**config.mk**
```make
export PLATFORM = sky130hd
export DESIGN_NAME = cla_pipe
export DESIGN_NICKNAME = d
export VERILOG_FILES = /design/src/rtl/cla_pipe.sv
export SDC_FILE = /design/constraint.sdc
export NUM_CORES = 1
export LEC_CHECK = 0
export BUFFER_PORTS_ARGS = -buffer_cell sky130_fd_sc_hd__buf_2
export CAP_MARGIN = 20
export CORE_MARGIN = 2
export CORE_UTILIZATION = 50
export DETAILED_ROUTE_END_ITERATION = 16
export PLACE_DENSITY = 0.74
export SLEW_MARGIN = 40
export SYNTH_ARGS = -nofsm -noshare
export SYNTH_HDL_FRONTEND = slang
export SYNTH_SLANG_ARGS = --single-unit
export TNS_END_PERCENT = 100
```
**constraint.sdc**
```tcl
create_clock -name clk -period 3.2 [get_ports clk]
set_clock_uncertainty 0.2 [all_clocks]
set_input_delay 0.16 -clock clk [delete_from_list [all_inputs] [get_ports clk]]
set_output_delay 0.16 -clock clk [all_outputs]
set_load 0.02 [all_outputs]
```
**src/rtl/cla_pipe.sv**
```systemverilog
// Two-stage pipelined carry-lookahead adder/subtractor with valid/ready flow control.
// Optional CLA_PIPE_FLAGS_EN adds the registered overflow and zero flags.
module cla_pipe #(
  parameter int unsigned WIDTH = 32
) (
  input  logic             clk,
  input  logic             rst,
  input  logic             in_valid,
  output logic             in_ready,
  input  logic [WIDTH-1:0] in_a,
  input  logic [WIDTH-1:0] in_b,
  input  logic             in_cin,
  input  logic             in_sub,
  output logic             out_valid,
  input  logic             out_ready,
  output logic [WIDTH-1:0] out_sum,
  output logic             out_cout,
  output logic             out_ovf,
  output logic             out_zero
);

  localparam int unsigned NG = WIDTH / 4;

  generate
    if ((WIDTH % 4) != 0 || WIDTH < 4) begin : g_bad_width
      $error("cla_pipe: WIDTH must be a multiple of 4 and at least 4");
    end
  endgenerate

  // Handshake: each stage advances when its successor is empty or draining
  logic w_s2_adv;
  logic w_s1_adv;

  // Stage 1 combinational terms
  logic [WIDTH-1:0] w_b;
  logic [WIDTH-1:0] w_p;
  logic [WIDTH-1:0] w_g;
  logic             w_c0;
  logic [NG-1:0]    w_gp;
  logic [NG-1:0]    w_gg;

  // Stage 1 registers
  logic             r_s1_valid;
  logic [WIDTH-1:0] r_s1_p;
  logic [WIDTH-1:0] r_s1_g;
  logic [NG-1:0]    r_s1_gp;
  logic [NG-1:0]    r_s1_gg;
  logic             r_s1_c0;

  // Stage 2 combinational terms
  logic [NG:0]      w_gc;
  logic             w_pp;
  logic             w_acc;
  logic [WIDTH-1:0] w_c;
  logic             w_rc;
  logic [WIDTH-1:0] w_sum;
  logic             w_cout;

  // Output stage registers
  logic             r_out_valid;
  logic [WIDTH-1:0] r_sum;
  logic             r_cout;

  assign w_s2_adv = !r_out_valid || out_ready;
  assign w_s1_adv = !r_s1_valid || w_s2_adv;
  assign in_ready = w_s1_adv;

  assign w_b  = in_sub ? ~in_b : in_b;
  assign w_c0 = in_sub ? 1'b1 : in_cin;
  assign w_p  = in_a ^ w_b;
  assign w_g  = in_a & w_b;

  // Group propagate/generate for each 4-bit slice
  always_comb begin : p_group_pg
    w_gp = '0;
    w_gg = '0;
    for (int k = 0; k < int'(NG); k++) begin
      w_gp[k] = &w_p[4*k +: 4];
      w_gg[k] = w_g[4*k+3]
              | (w_p[4*k+3] & w_g[4*k+2])
              | (w_p[4*k+3] & w_p[4*k+2] & w_g[4*k+1])
              | (w_p[4*k+3] & w_p[4*k+2] & w_p[4*k+1] & w_g[4*k]);
    end
  end

  always_ff @(posedge clk) begin : p_s1_reg
    if (rst) begin
      r_s1_valid <= 1'b0;
      r_s1_p     <= '0;
      r_s1_g     <= '0;
      r_s1_gp    <= '0;
      r_s1_gg    <= '0;
      r_s1_c0    <= 1'b0;
    end else if (w_s1_adv) begin
      r_s1_valid <= in_valid;
      if (in_valid) begin
        r_s1_p  <= w_p;
        r_s1_g  <= w_g;
        r_s1_gp <= w_gp;
        r_s1_gg <= w_gg;
        r_s1_c0 <= w_c0;
      end
    end
  end

  // Second-level lookahead: each group carry is a flat sum-of-products of G/P and c0
  always_comb begin : p_lookahead
    w_gc    = '0;
    w_gc[0] = r_s1_c0;
    w_pp    = 1'b1;
    w_acc   = 1'b0;
    for (int k = 0; k < int'(NG); k++) begin
      w_pp  = 1'b1;
      w_acc = 1'b0;
      for (int j = k; j >= 0; j--) begin
        w_acc = w_acc | (w_pp & r_s1_gg[j]);
        w_pp  = w_pp & r_s1_gp[j];
      end
      w_gc[k+1] = w_acc | (w_pp & r_s1_c0);
    end
  end

  // In-group carries start from the resolved group carry-in
  always_comb begin : p_bit_carry
    w_c  = '0;
    w_rc = 1'b0;
    for (int k = 0; k < int'(NG); k++) begin
      w_rc = w_gc[k];
      for (int i = 0; i < 4; i++) begin
        w_c[4*k+i] = w_rc;
        w_rc = r_s1_g[4*k+i] | (r_s1_p[4*k+i] & w_rc);
      end
    end
  end

  assign w_sum  = r_s1_p ^ w_c;
  assign w_cout = w_gc[NG];

  always_ff @(posedge clk) begin : p_s2_reg
    if (rst) begin
      r_out_valid <= 1'b0;
      r_sum       <= '0;
      r_cout      <= 1'b0;
    end else if (w_s2_adv) begin
      r_out_valid <= r_s1_valid;
      if (r_s1_valid) begin
        r_sum  <= w_sum;
        r_cout <= w_cout;
      end
    end
  end

  assign out_valid = r_out_valid;
  assign out_sum   = r_sum;
  assign out_cout  = r_cout;

`ifdef CLA_PIPE_FLAGS_EN
  logic r_s1_a_msb;
  logic r_s1_b_msb;
  logic w_ovf;
  logic w_zero;
  logic r_ovf;
  logic r_zero;

  // Sign bits of A and the (possibly inverted) B feed the overflow test
  always_ff @(posedge clk) begin : p_s1_sign
    if (rst) begin
      r_s1_a_msb <= 1'b0;
      r_s1_b_msb <= 1'b0;
    end else if (w_s1_adv && in_valid) begin
      r_s1_a_msb <= in_a[WIDTH-1];
      r_s1_b_msb <= w_b[WIDTH-1];
    end
  end

  assign w_ovf  = (r_s1_a_msb == r_s1_b_msb) && (w_sum[WIDTH-1] != r_s1_a_msb);
  assign w_zero = ~|w_sum;

  always_ff @(posedge clk) begin : p_s2_flags
    if (rst) begin
      r_ovf  <= 1'b0;
      r_zero <= 1'b0;
    end else if (w_s2_adv && r_s1_valid) begin
      r_ovf  <= w_ovf;
      r_zero <= w_zero;
    end
  end

  assign out_ovf  = r_ovf;
  assign out_zero = r_zero;
`else
  assign out_ovf  = 1'b0;
  assign out_zero = 1'b0;
`endif

endmodule
```
==> results.cfg <==
[routing]
vias = 4537
first_pass_iters = 4
wl_per_cell_um = 13.18
vias_per_cell = 5.150
postRouteAntennaNets = 0
drt_first_iter_violations = 112
drc = 0
wirelength_mm = 11.62

[min_path]
min-delay-path-class = input port to flop
hold_start = in_a[23]
whs_endpoint = r_s1_gg[5]$_SDFFE_PP0P_
hold_depth = 4

[outcome]
status = complete, no violations

[sta]
finalMaxSlewViolations = 0
rsz0062_at_grt = false
setup_violations = 0
hold_viol = 0
period_share = 0.9253
fmax_mhz = 337.7
relSlewSlack = 0.4908
setup_ws_ns = 0.2390
tns_ns = 0
min_period_ns = 2.961
worst_slew_pin_slew_ns = 0.7638

[floorplan]
die_height_um = 107.2
die_area_um2 = 11490
core_um2 = 10320
num_rows = 37
die_w_um = 107.2
ioPinCount = 107
start_util = 0.5159

[pwr]
p_leak_nw = 2.837
pwr-share-comb = 0.185
p_sw_mw = 0.8404
p_int_mw = 2.135
max-vdd-ir-drop_v = 0.0002733
seqPwrFrac = 0.496
power_density_nw_per_um2 = 477.6
clkPwrFrac = 0.318
switching_share = 0.2824

[clock_tree]
cts_tree = yes
cts-root-buf = clkbuf_8
clkTransAtPathRegs_ns = 0.11
cts-buffers-inserted = 9
post_cts_buffers = 0
cts_sinks = 108
insertion_delay_ns = 0.37
clock_path_buffers = 2
h-tree-depth = 3

[setup_path]
reg2reg_slack_ns = 0.24
reg2regPathDepth = 13
worstPathRequired_ns = 3.31
r2r-start = r_s1_gp[0]$_SDFFE_PP0P_
worst_setup_path_end_kind = flop
path_class = flop to flop
startpoint_type = flop
arrival_ns = 3.07
critPathMaxFanout = 3
worstReg2RegEnd = out_sum[31]$_SDFFE_PP0P_

[logic_synthesis]
synth-edff-count = 0
synth_common_cells = nand2_1, a21oi_1, dfxtp_1, ha_1, xor2_1
synth_top_area_frac = 0.4059
ys.warnings.count = 0
syn_inst = 645
ys_seq_area_frac = 0.4059
ys_seq_elements = 108
avgSynthCellArea_um2 = 8.258
synth_cell_types = 30
synth_top_area_cell = dfxtp_1
synth_area_um2 = 5326
synth_async_sr_flop_share = 0
synth_top_flop_cell = dfxtp_1
yosysMostFrequentCell = nand2_1
ys_top_cells_by_area = dfxtp_1, nand2_1, ha_1

[cells_and_area]
num_antenna_cells = 0
syn2layout_area_growth_pct = 16.98
drive_gt1_frac = 0.2054
final_area_um2 = 6231
layout.nets = 866

[grt]
grt_pass1_vias = 4392
grt_pass1_wl_mm = 18.86
antenna_found_initial = 0
grt_remaining_overflow = 0
grtUsageTotal = 0.2036
grt_max_degree = 53

[run]
drv_cap = 0

[placed_design]
gp_congestion = 0.8160
portBuffers = 104
detailedPlace.worstSlack_ns = 0.1502
postPlaceCellArea_um2 = 5868
dp_hpwl_mm = 8.073
## how the worst max path moves through the flow
| stage | slack (ns) | cells after the start | to | startpoint |
|---|---|---|---|---|
| floorplan | 0.47 | 13 | out_sum[31]$_SDFFE_PP0P_ | r_s1_gp[0]$_SDFFE_PP0P_ |
| global placement | 0.21 | 13 | out_sum[31]$_SDFFE_PP0P_ | r_s1_gp[0]$_SDFFE_PP0P_ |
| detailed placement | 0.15 | 13 | out_sum[31]$_SDFFE_PP0P_ | r_s1_gp[0]$_SDFFE_PP0P_ |
| CTS | 0.13 | 13 | out_sum[31]$_SDFFE_PP0P_ | r_s1_gg[1]$_SDFFE_PP0P_ |
| global route | 0.02 | 13 | out_sum[31]$_SDFFE_PP0P_ | r_s1_gg[1]$_SDFFE_PP0P_ |
| finish | 0.24 | 13 | out_sum[31]$_SDFFE_PP0P_ | r_s1_gp[0]$_SDFFE_PP0P_ |
## cells in the final DEF (no fill, tap or decap), drive strengths merged, types with 2 or more instances in the layout
cell type    instances
nand2              193
a21oi              115
buf                111
dfxtp              108
ha                  56
xor2                32
nor2                21
o21ai               19
or2                 16
dlygate4sd3         11
clkbuf              10
nor2b               10
and4                 8
xnor2                8
a21o                 5
nand2b               3
inv                  3
nor3                 2
conb                 2
bufinv               2
clkinv               2
a211oi               2
## worst max-delay path: stages, from the launching register on
cell and delay (ns):
dfxtp_1 0.34, a211oi_2 0.25, o21bai_2 0.15, o311ai_4 0.32
a21oi_1 0.12, ha_1 0.18, or2_2 0.27, ha_1 0.18
or2_2 0.28, ha_1 0.18, nor2_1 0.11, xnor2_1 0.12
nand2_1 0.07, a21oi_1 0.14
## stage by stage
stage | hold WS, ns | std cells | util | power [mW]
2_1_floorplan | 0.1342 | 646 | - | 1.877
4_1_cts | 0.0001232 | 881 | 0.6017 | 2.991
5_1_grt | 0.009614 | 881 | 0.6036 | 3.125
3_3_place_gp | 0.2372 | 854 | 0.5684 | 2.025
6_report | 0.01597 | 881 | 0.6036 | 2.976
3_5_place_dp | 0.2435 | 854 | 0.5684 | 2.042
## layout make-up
type,count,area (µm²)
clock buffer,10,137.6
clock inverter,6,96.34
fill,924,4093
inverter,2,7.507
multi-input combinational,497,2947
sequential,108,2162
tap,136,170.2
timing repair buffer,122,710.7
## kinds of logic after synthesis
logic type               count (synthesis)  share of synthesized area
adder cells (fa/ha/maj)                 56                     0.1315
AO/OA/AOI/OAI                          145                     0.1466
other                                    1                  0.0007040
buffers and inverters                   41                    0.04558
XOR/XNOR                                40                    0.06577
flip-flops                             108                     0.4059
AND/OR/NAND/NOR                        254                     0.2039
## metal layers
layer,vias up,track usage,wire length (µm)
met4,0,0.07607,191
met1,2075,0.2270,5074
li1,2328,-,-
met3,18,0.04134,533
met2,116,0.3779,5816
met5,-,0,0
## power groups by stage
stage,clock (mW),sequential (mW),combinational [mW]
6_report,0.948,1.48,0.551
5_1_grt,1.02,1.49,0.621
4_1_cts,0.966,1.48,0.549
3_5_place_dp,0,1.51,0.535
3_3_place_gp,0,1.50,0.523
2_1_floorplan,0,1.52,0.355
## flip-flops by register name, summed over array words and instances, names as in the netlist
| name | count |
|---|---|
| r_s1_gp | 8 |
| r_s1_g | 24 |
| r_s1_valid | 1 |
| r_s1_c0 | 1 |
| out_sum | 32 |
| r_s1_gg | 8 |
| out_valid | 1 |
| out_cout | 1 |
| r_s1_p | 32 |
## repair_timing
item	4_1_cts	5_1_grt
hold buffers	11	0
resized for setup	0	3
hold endpoints to repair	11	0
setup endpoints to repair	0	2
Power figures use the tool's default switching activity.
